$ cat src/rtl/scan_config_loader.sv
// Scan-chain configuration master: serializes host words MSB-first onto the
// scan chain and optionally recirculates the chain to check it by parity.
//
// state    | meaning
// ---------+-----------------------------------------------------------
// S_IDLE   | waiting for start; scan_en low, scan_clk low
// S_LOAD   | accepting words and shifting CHAIN_LEN bits into the chain
// S_VERIFY | recirculating scan_out to scan_in for CHAIN_LEN bits
// S_DONE   | single-cycle done pulse, then back to idle
module scan_config_loader #(
    parameter int CHAIN_LEN = 20,
    parameter int WORD_W    = 8,
    parameter int CLK_DIV   = 2
) (
    input  logic              clk,
    input  logic              rst_n,
    input  logic              start,
    input  logic              verify_en,
    input  logic [WORD_W-1:0] cfg_data,
    input  logic              cfg_valid,
    output logic              cfg_ready,
    output logic              busy,
    output logic              done,
    output logic              verify_err,
    output logic              scan_in,
    output logic              scan_en,
    output logic              scan_clk,
    input  logic              scan_out
);

    localparam int NWORDS = (CHAIN_LEN + WORD_W - 1) / WORD_W;
    localparam int CW     = $clog2(WORD_W + 1);
    localparam int WW     = $clog2(NWORDS + 1);
    localparam int EW     = $clog2(CHAIN_LEN + 1);
    localparam int DW     = (CLK_DIV > 1) ? $clog2(CLK_DIV) : 1;

    localparam logic [WW-1:0] NWORDS_C  = WW'(NWORDS);
    localparam logic [EW-1:0] EDGE_INIT = EW'(CHAIN_LEN);
    localparam logic [DW-1:0] DIV_MAX   = DW'(CLK_DIV - 1);

    typedef enum logic [1:0] {S_IDLE, S_LOAD, S_VERIFY, S_DONE} state_t;

    state_t            state_q, state_d;
    logic              vfy_q, vfy_d;
    logic [WORD_W-1:0] buf_q, buf_d;
    logic [CW-1:0]     bcnt_q, bcnt_d;
    logic [WW-1:0]     words_q, words_d;
    logic [EW-1:0]     edge_q, edge_d;
    logic [DW-1:0]     div_q, div_d;
    logic              have_q, have_d;
    logic              sclk_q, sclk_d;
    logic              sin_q, sin_d;
    logic              sen_q, sen_d;
    logic              lpar_q, lpar_d;
    logic              rpar_q, rpar_d;
    logic              verr_q, verr_d;
    logic              busy_q, busy_d;
    logic              done_q, done_d;
    logic              rdy_q, rdy_d;
    logic              hs, take, direct;

    always_ff @(posedge clk or negedge rst_n) begin
        if (!rst_n) begin
            state_q <= S_IDLE;
            vfy_q   <= 1'b0;
            buf_q   <= '0;
            bcnt_q  <= '0;
            words_q <= '0;
            edge_q  <= '0;
            div_q   <= '0;
            have_q  <= 1'b0;
            sclk_q  <= 1'b0;
            sin_q   <= 1'b0;
            sen_q   <= 1'b0;
            lpar_q  <= 1'b0;
            rpar_q  <= 1'b0;
            verr_q  <= 1'b0;
            busy_q  <= 1'b0;
            done_q  <= 1'b0;
            rdy_q   <= 1'b0;
        end else begin
            state_q <= state_d;
            vfy_q   <= vfy_d;
            buf_q   <= buf_d;
            bcnt_q  <= bcnt_d;
            words_q <= words_d;
            edge_q  <= edge_d;
            div_q   <= div_d;
            have_q  <= have_d;
            sclk_q  <= sclk_d;
            sin_q   <= sin_d;
            sen_q   <= sen_d;
            lpar_q  <= lpar_d;
            rpar_q  <= rpar_d;
            verr_q  <= verr_d;
            busy_q  <= busy_d;
            done_q  <= done_d;
            rdy_q   <= rdy_d;
        end
    end

    always_comb begin
        state_d = state_q;
        vfy_d   = vfy_q;
        buf_d   = buf_q;
        bcnt_d  = bcnt_q;
        words_d = words_q;
        edge_d  = edge_q;
        div_d   = div_q;
        have_d  = have_q;
        sclk_d  = sclk_q;
        sin_d   = sin_q;
        sen_d   = sen_q;
        lpar_d  = lpar_q;
        rpar_d  = rpar_q;
        verr_d  = verr_q;
        busy_d  = busy_q;
        done_d  = 1'b0;
        take    = 1'b0;
        direct  = 1'b0;
        hs      = cfg_valid && rdy_q;

        case (state_q)
            S_IDLE: begin
                if (start) begin
                    state_d = S_LOAD;
                    vfy_d   = verify_en;
                    verr_d  = 1'b0;
                    buf_d   = '0;
                    bcnt_d  = '0;
                    words_d = '0;
                    edge_d  = EDGE_INIT;
                    div_d   = '0;
                    have_d  = 1'b0;
                    sin_d   = 1'b0;
                    sen_d   = 1'b1;
                    lpar_d  = 1'b0;
                    rpar_d  = 1'b0;
                    busy_d  = 1'b1;
                end
            end
            S_LOAD, S_VERIFY: begin
                if (sclk_q) begin
                    if (div_q == '0) begin
                        sclk_d = 1'b0;
                        if (edge_q != '0) begin
                            take = 1'b1;
                        end else if (state_q == S_LOAD && vfy_q) begin
                            state_d = S_VERIFY;
                            edge_d  = EDGE_INIT;
                            take    = 1'b1;
                        end else begin
                            have_d = 1'b0;
                        end
                    end else begin
                        div_d = div_q - DW'(1);
                    end
                end else if (edge_q == '0) begin
                    // exit one cycle after the last falling edge so scan_en drops strictly later
                    state_d = S_DONE;
                    sen_d   = 1'b0;
                    sin_d   = 1'b0;
                    busy_d  = 1'b0;
                    done_d  = 1'b1;
                    have_d  = 1'b0;
                    if (state_q == S_VERIFY) verr_d = rpar_q ^ lpar_q;
                end else if (have_q) begin
                    if (div_q == '0) begin
                        sclk_d = 1'b1;
                        edge_d = edge_q - EW'(1);
                        div_d  = DIV_MAX;
                    end else begin
                        div_d = div_q - DW'(1);
                    end
                end else begin
                    take = 1'b1;
                end

                if (take) begin
                    have_d = 1'b1;
                    div_d  = DIV_MAX;
                    if (state_d == S_VERIFY) begin
                        sin_d  = scan_out;
                        rpar_d = rpar_q ^ scan_out;
                    end else if (bcnt_q != '0) begin
                        sin_d  = buf_q[WORD_W-1];
                        buf_d  = buf_q << 1;
                        bcnt_d = bcnt_q - CW'(1);
                    end else if (hs) begin
                        // buffer empty and a word is arriving: its MSB goes straight out
                        direct = 1'b1;
                        sin_d  = cfg_data[WORD_W-1];
                        buf_d  = cfg_data << 1;
                        bcnt_d = CW'(WORD_W - 1);
                    end else begin
                        have_d = 1'b0;
                    end
                    if (state_d == S_LOAD && have_d) begin
                        lpar_d = lpar_q ^ sin_d;
                        if (edge_q == EW'(1)) bcnt_d = '0;
                    end
                end

                if (hs) begin
                    words_d = words_q + WW'(1);
                    if (!direct) begin
                        buf_d  = cfg_data;
                        bcnt_d = CW'(WORD_W);
                    end
                end
            end
            S_DONE: begin
                state_d = S_IDLE;
            end
            default: begin
                state_d = S_IDLE;
            end
        endcase

        rdy_d = (state_d == S_LOAD) && (bcnt_d == '0) && (words_d < NWORDS_C);
    end

    assign cfg_ready  = rdy_q;
    assign busy       = busy_q;
    assign done       = done_q;
    assign verify_err = verr_q;
    assign scan_in    = sin_q;
    assign scan_en    = sen_q;
    assign scan_clk   = sclk_q;

endmodule

$ cat config.mk
export PLATFORM = sky130hd
export DESIGN_NAME = scan_config_loader
export DESIGN_NICKNAME = d
export VERILOG_FILES = /design/src/rtl/scan_config_loader.sv
export SDC_FILE = /design/constraint.sdc
export NUM_CORES = 1
export LEC_CHECK = 0
export BUFFER_PORTS_ARGS = -buffer_cell sky130_fd_sc_hd__buf_4
export CAP_MARGIN = 10
export CORE_MARGIN = 4
export CORE_UTILIZATION = 50
export CTS_BUF_LIST = sky130_fd_sc_hd__clkbuf_16
export CTS_CLUSTER_DIAMETER = 40
export DETAILED_ROUTE_END_ITERATION = 8
export PLACE_DENSITY = 0.69
export SLEW_MARGIN = 20
export SYNTH_ARGS = -nofsm -noshare
export SYNTH_HDL_FRONTEND = slang
export SYNTH_SLANG_ARGS = --single-unit
$ cat constraint.sdc
create_clock -name clk -period 2.69 [get_ports clk]
set_clock_uncertainty 0.2 [all_clocks]
set_input_delay 0.1345 -clock clk [delete_from_list [all_inputs] [get_ports clk]]
set_output_delay 0.1345 -clock clk [all_outputs]
set_load 0.05 [all_outputs]
==> impl_metrics.ini, run 1 <==
[cts]
htree_levels = 2
path_clk_slew_ns = 0.05
ctsRootBufferMaster = clkbuf_16
worstSkewPairLatency_ns = 0.27
cts_made_buffers = 5
cts_resized = 0
cts.sinks = 32
cts_buffer_depth = 2
tritoncts = yes

[global_route]
grt_pass1_vias = 1718
grt_max_degree = 33
grt_overflow = 0
grt_first_pass_wirelength_um = 8183
gr-usage-all-layers = 0.1979
antenna_found_initial = 0

[worst_setup_path]
reg2reg_from = edge_q[0]
path_class = flip-flop to flip-flop
crit_path_cell_trace = inv_1 > ha_1 > or4b_4 > nand3_2 > nor4_1 > mux2_4 > a221o_1 > nor4_2
required_ns = 2.67
crit_path_max_fanout = 6
crit_path_end_kind = flip-flop
startpoint_type = flip-flop
critPathBufInv = 1
cp-startpoint = edge_q[0]
critPathSlowestCell = dfrtp_1
max_stage_delay_ns = 0.40
arrival_ns = 2.53
rrSetupSlack_ns = 0.15
crit_family = simple AND/OR/NAND/NOR gates

[synth]
seq_area_frac_synth = 0.3837
synth_area_um2 = 2087
yosysUniqueCellTypes = 54
syn_nets = 258
netlist_instances = 236
yosys_register_bits = 32
synthMuxAreaShare = 0.04676
syn_area_per_cell_um2 = 8.843
synth_fa_ha_area_frac = 0.04796
synth_compound_area_frac = 0.2734
synth_top_family_by_area = compound AO/OA/AOI/OAI gates
synth-xor-area-share = 0.008393
synth_edf_count = 0
yosys_most_used_dff = dfrtp_1
synthSimpleGateAreaFrac = 0.2002
synth_warnings = 0
ys_async_sr_fraction = 1.000

[place]
io_buffer_count = 20
place_area_um2 = 2349
place.gp.congestion = 0.8815
post-place-ws_ns = 0.1618
dp_hpwl_um = 3539

[floorplanning]
rows = 23
die-height_um = 72.61
fp.dieW_um = 72.61
start_util = 0.5180
ios = 21
die-area_um2 = 5271
core-area_um2 = 4029

[sta]
timing_hold_violations_final = 0
finalSetupViolCount = 0
whs_ns = 0.01254
worst_pin_slew_ns = 0.6162
setup_tns_ns = 0
rsz0062_at_grt = false
relSlewSlack = 0.5892
period_share = 0.9457
slew_viol_final = 0
setup_ws_ns = 0.1461
fmax_ghz = 0.3931
fin_crit_ns = 2.544

[run]
drv_cap = 0

[pwr]
ir_drop_mv = 0.6842
power.total_mw = 3.078
p_per_area_nw_per_um2 = 1230
leakage_nw = 1.125

[detailed_routing]
routedWlPerCell_um = 15.18
drt_pre_antenna_iters = 4
first_iter_violations = 91
drc = 0
drt-vias-per-instance = 5.861
num_vias = 1858
routed_wl_um = 4812
ant_nets = 0

[final_layout]
area_growth_pct = 19.96
drive_gt1_frac = 0.1948
nNetsFinal = 291
diodes = 0
finalInstanceArea_um2 = 2504

[status]
status = finished, final reports clean

[min_path]
min_from = start
holdCritPathClass = primary input to flip-flop
[timing repair]
action	CTS	global route
hold endpoints to repair	34	0
endpoints found under the setup margin	0	0
setup buffers	0	0
hold buffers	3	0
[kinds of logic after synthesis]
| group | count (synthesis) |
|---|---|
| AO/OA/AOI/OAI | 83 |
| flip-flops | 32 |
| XOR/XNOR | 2 |
| multiplexers | 9 |
| buffers and inverters | 19 |
| adder cells (fa/ha/maj) | 8 |
| AND/OR/NAND/NOR | 83 |
[synth_stat cells, drive strengths merged (4+ instances only)]
library cell	instances	area, µm²
a21oi	20	103.9
nand2	18	67.56
clkbuf	8	30.03
mux2i	6	60.06
o22ai	7	43.79
nor3	4	20.02
nand3	6	35.03
a22o	8	70.07
inv	8	30.03
ha	8	100.1
o21ai	17	88.84
dfrtp	32	800.8
o211ai	4	30.03
nor2	30	112.6
o22a	9	78.83
[area by class of cell]
class | count | area [µm²]
clock buffers | 5 | 125.1
fillers | 354 | 1525
inverters | 9 | 33.78
multi-input cells | 185 | 1204
flip-flops and latches | 32 | 800.8
well taps | 50 | 62.56
repair buffers | 36 | 277.8
[layer usage]
layer / vias to the layer above / global-route usage / routed length [µm]
met5: - / 0 / 0
met4: 0 / 0.07377 / 53
met3: 5 / 0.04959 / 274
met2: 51 / 0.2826 / 2019
met1: 858 / 0.2882 / 2465
li1: 944 / - / -
[layout by cell type, fill, tap and decap left out, types with 3 or more instances in the layout]
cell type / count
a21oi_1: 19
nand2b_1: 3
or3_1: 3
a22o_1: 8
inv_1: 8
o22ai_1: 7
nand4_1: 3
nand3_1: 5
buf_4: 33
nand2_1: 18
o22a_1: 9
nor2_1: 30
ha_1: 8
o211ai_1: 4
clkbuf_16: 5
o21ai_0: 14
mux2i_1: 6
dfrtp_1: 32
dlygate4sd3_1: 3
nor3_1: 4
[worst register-to-register path: stages (launching register included)]
cell and delay, ns:
dfrtp_1 0.40, inv_1 0.08, ha_1 0.21, or4b_4 0.24, nand3_2 0.08, nor4_1 0.32
mux2_4 0.34, a221o_1 0.35, nor4_2 0.24
[power breakdown]
part	internal (mW)	total [mW]	leakage, nW	switching [mW]
sequential	0.647	0.795	0.410	0.149
clock	0.325	0.502	0.0616	0.177
combinational	0.794	1.78	0.653	0.987
total	1.77	3.08	1.12	1.31
[flip-flops by register name, summed over array words and instances, names as in the netlist]
| name | count |
|---|---|
| bcnt_q | 4 |
| buf_q | 8 |
| busy | 1 |
| cfg_ready | 1 |
| div_q | 1 |
| done | 1 |
| edge_q | 5 |
| have_q | 1 |
| lpar_q | 1 |
| rpar_q | 1 |
| scan_clk | 1 |
| scan_in | 1 |
| state_q | 2 |
| verify_err | 1 |
| vfy_q | 1 |
| words_q | 2 |
[metrics by stage]
stage                     utilization  cells
after floorplan                     -    236
after global placement         0.5829    309
after detailed placement       0.5829    309
after CTS                      0.6214    317
after global routing           0.6214    317
final                          0.6214    317
[path summary, 6_finish.rpt]
path,end,depth (start not counted)
min in group asynchronous,words_q[0],2
min,vfy_q,3
min reg2reg,verify_err,1
max,cfg_ready,8
max reg2reg,cfg_ready,8
max in group asynchronous,buf_q[5],2
(Power assumes the default switching activity.)
==> inputs of run 2 (changes only) <==
--- a/config.mk
+++ b/config.mk
@@ -9,7 +9,6 @@
 export CAP_MARGIN = 10
 export CORE_MARGIN = 4
 export CORE_UTILIZATION = 50
-export CTS_BUF_LIST = sky130_fd_sc_hd__clkbuf_16
 export CTS_CLUSTER_DIAMETER = 40
 export DETAILED_ROUTE_END_ITERATION = 8
 export PLACE_DENSITY = 0.69
==> impl_metrics.ini, run 2 (synthesized netlist as in run 1, its figures left out) <==
[status]
status = finished, final reports clean

[global_route]
grt_max_degree = 33
grt_pass1_vias = 1727
gr-usage-met2 = 0.2826
grt_first_pass_wirelength_um = 8162
antenna_found_initial = 0
gr-usage-all-layers = 0.1968
grt_overflow = 0
met3_usage = 0.04959
use_met1 = 0.2847
top_usage_layer = met1

[floorplanning]
die-area_um2 = 5271
fp.dieW_um = 72.61
die-height_um = 72.61
core-area_um2 = 4029
start_util = 0.5180
rows = 23
ios = 21

[worst_setup_path]
startpoint_type = flip-flop
arrival_ns = 2.54
required_ns = 2.69
path_class = flip-flop to flip-flop
crit_path_max_fanout = 6
crit_path_end_kind = flip-flop

[final_layout]
area_growth_pct = 17.75
final_cell_mix = buf_4, dfrtp_1, nor2_1
largest_register = buf_q
nNetsFinal = 292
diodes = 0
largest_reg_flops = 8
final_common_cell = buf_4
drive_gt1_frac = 0.1940
finalInstanceArea_um2 = 2457
reg_top3 = buf_q x8, edge_q x5, bcnt_q x4

[pwr]
p_per_area_nw_per_um2 = 1185
leakage_nw = 1.103
ir_drop_mv = 0.6432

[detailed_routing]
drt-vias-per-instance = 5.884
routedWlPerCell_um = 15.20
num_vias = 1871
drt_pre_antenna_iters = 4
ant_nets = 0
first_iter_violations = 108
routed_wl_um = 4833
drc = 0

[run]
drv_cap = 0

[cts]
cts_made_buffers = 5
cts.sinks = 32
cts_resized = 0
tritoncts = yes
post_cts_buffers = 0
path_clk_slew_ns = 0.06
ctsRootBufferMaster = clkbuf_8
worstSkewPairLatency_ns = 0.28
htree_levels = 2
cts_buffer_depth = 2

[place]
dp_hpwl_um = 3539
io_buffer_count = 20
place_area_um2 = 2349
place.gp.congestion = 0.8815

[sta]
relSlewSlack = 0.5888
whs_ns = 0.03116
worst_pin_slew_ns = 0.6169
fmax_ghz = 0.3934
slew_viol_final = 0
setup_tns_ns = 0
finalSetupViolCount = 0
period_share = 0.9449
fin_crit_ns = 2.542
rsz0062_at_grt = false
timing_hold_violations_final = 0

[min_path]
holdCritPathClass = primary input to flip-flop
## run 2: cell types whose count changed in the layout (fill, tap and decap cells not counted), sizes merged
cell and delta:
dlygate4sd3 +1
## run 2: path summary, 6_finish.rpt
check	end	start	cells after the start	slack, ns
worst max-delay path	cfg_ready	edge_q[0]	8	0.15
worst min-delay path	state_q[0]	start	3	0.03
worst max register to register	cfg_ready	edge_q[0]	8	0.15
worst min register to register	verify_err	verify_err	1	0.31
max in group asynchronous	buf_q[5]	rst_n	2	1.87
min in group asynchronous	words_q[0]	rst_n	2	0.12
## run 2: critical path, stage by stage (launching register included)
cell and delay [ns]:
dfrtp_1 0.41, inv_1 0.08, ha_1 0.21, or4b_4 0.24, nand3_2 0.08, nor4_1 0.32, mux2_4 0.34, a221o_1 0.35
nor4_2 0.23
## run 2: metrics by stage
stage | utilization | worst slack, ns | instances | total power [mW]
3_5_place_dp | 0.5829 | 0.1618 | 309 | 2.563
2_1_floorplan | - | 0.1346 | 236 | 2.098
6_report | 0.6099 | 0.1483 | 318 | 2.912
4_1_cts | 0.6099 | 0.1578 | 318 | 2.914
5_1_grt | 0.6099 | 0.02396 | 318 | 3.153
3_3_place_gp | 0.5829 | 0.2138 | 309 | 2.553
## run 2: layout make-up
cell class / count / area (µm²)
Inverter: 9 / 33.78
Clock buffer: 5 / 68.82
Timing Repair Buffer: 37 / 287.8
Multi-Input combinational cell: 185 / 1204
Fill cell: 366 / 1572
Tap cell: 50 / 62.56
Sequential cell: 32 / 800.8
## run 2: what timing repair did
item / in CTS / in global routing
hold buffers: 4 / 0
setup endpoints to repair: 0 / 0
hold endpoints to repair: 34 / 0
## run 2: routing by layer
metal  vias to the layer above  part of all wire  wire length (µm)
met5                         -                 0                 0
li1                        943                 -                 -
met2                        39              0.42              2036
met1                       882              0.52              2505
met3                         7             0.048               232
met4                         0             0.012                59
## run 2: where the power goes
part / switching (mW) / internal, mW
combinational: 0.987 / 0.804
clock: 0.160 / 0.166
sequential: 0.149 / 0.645
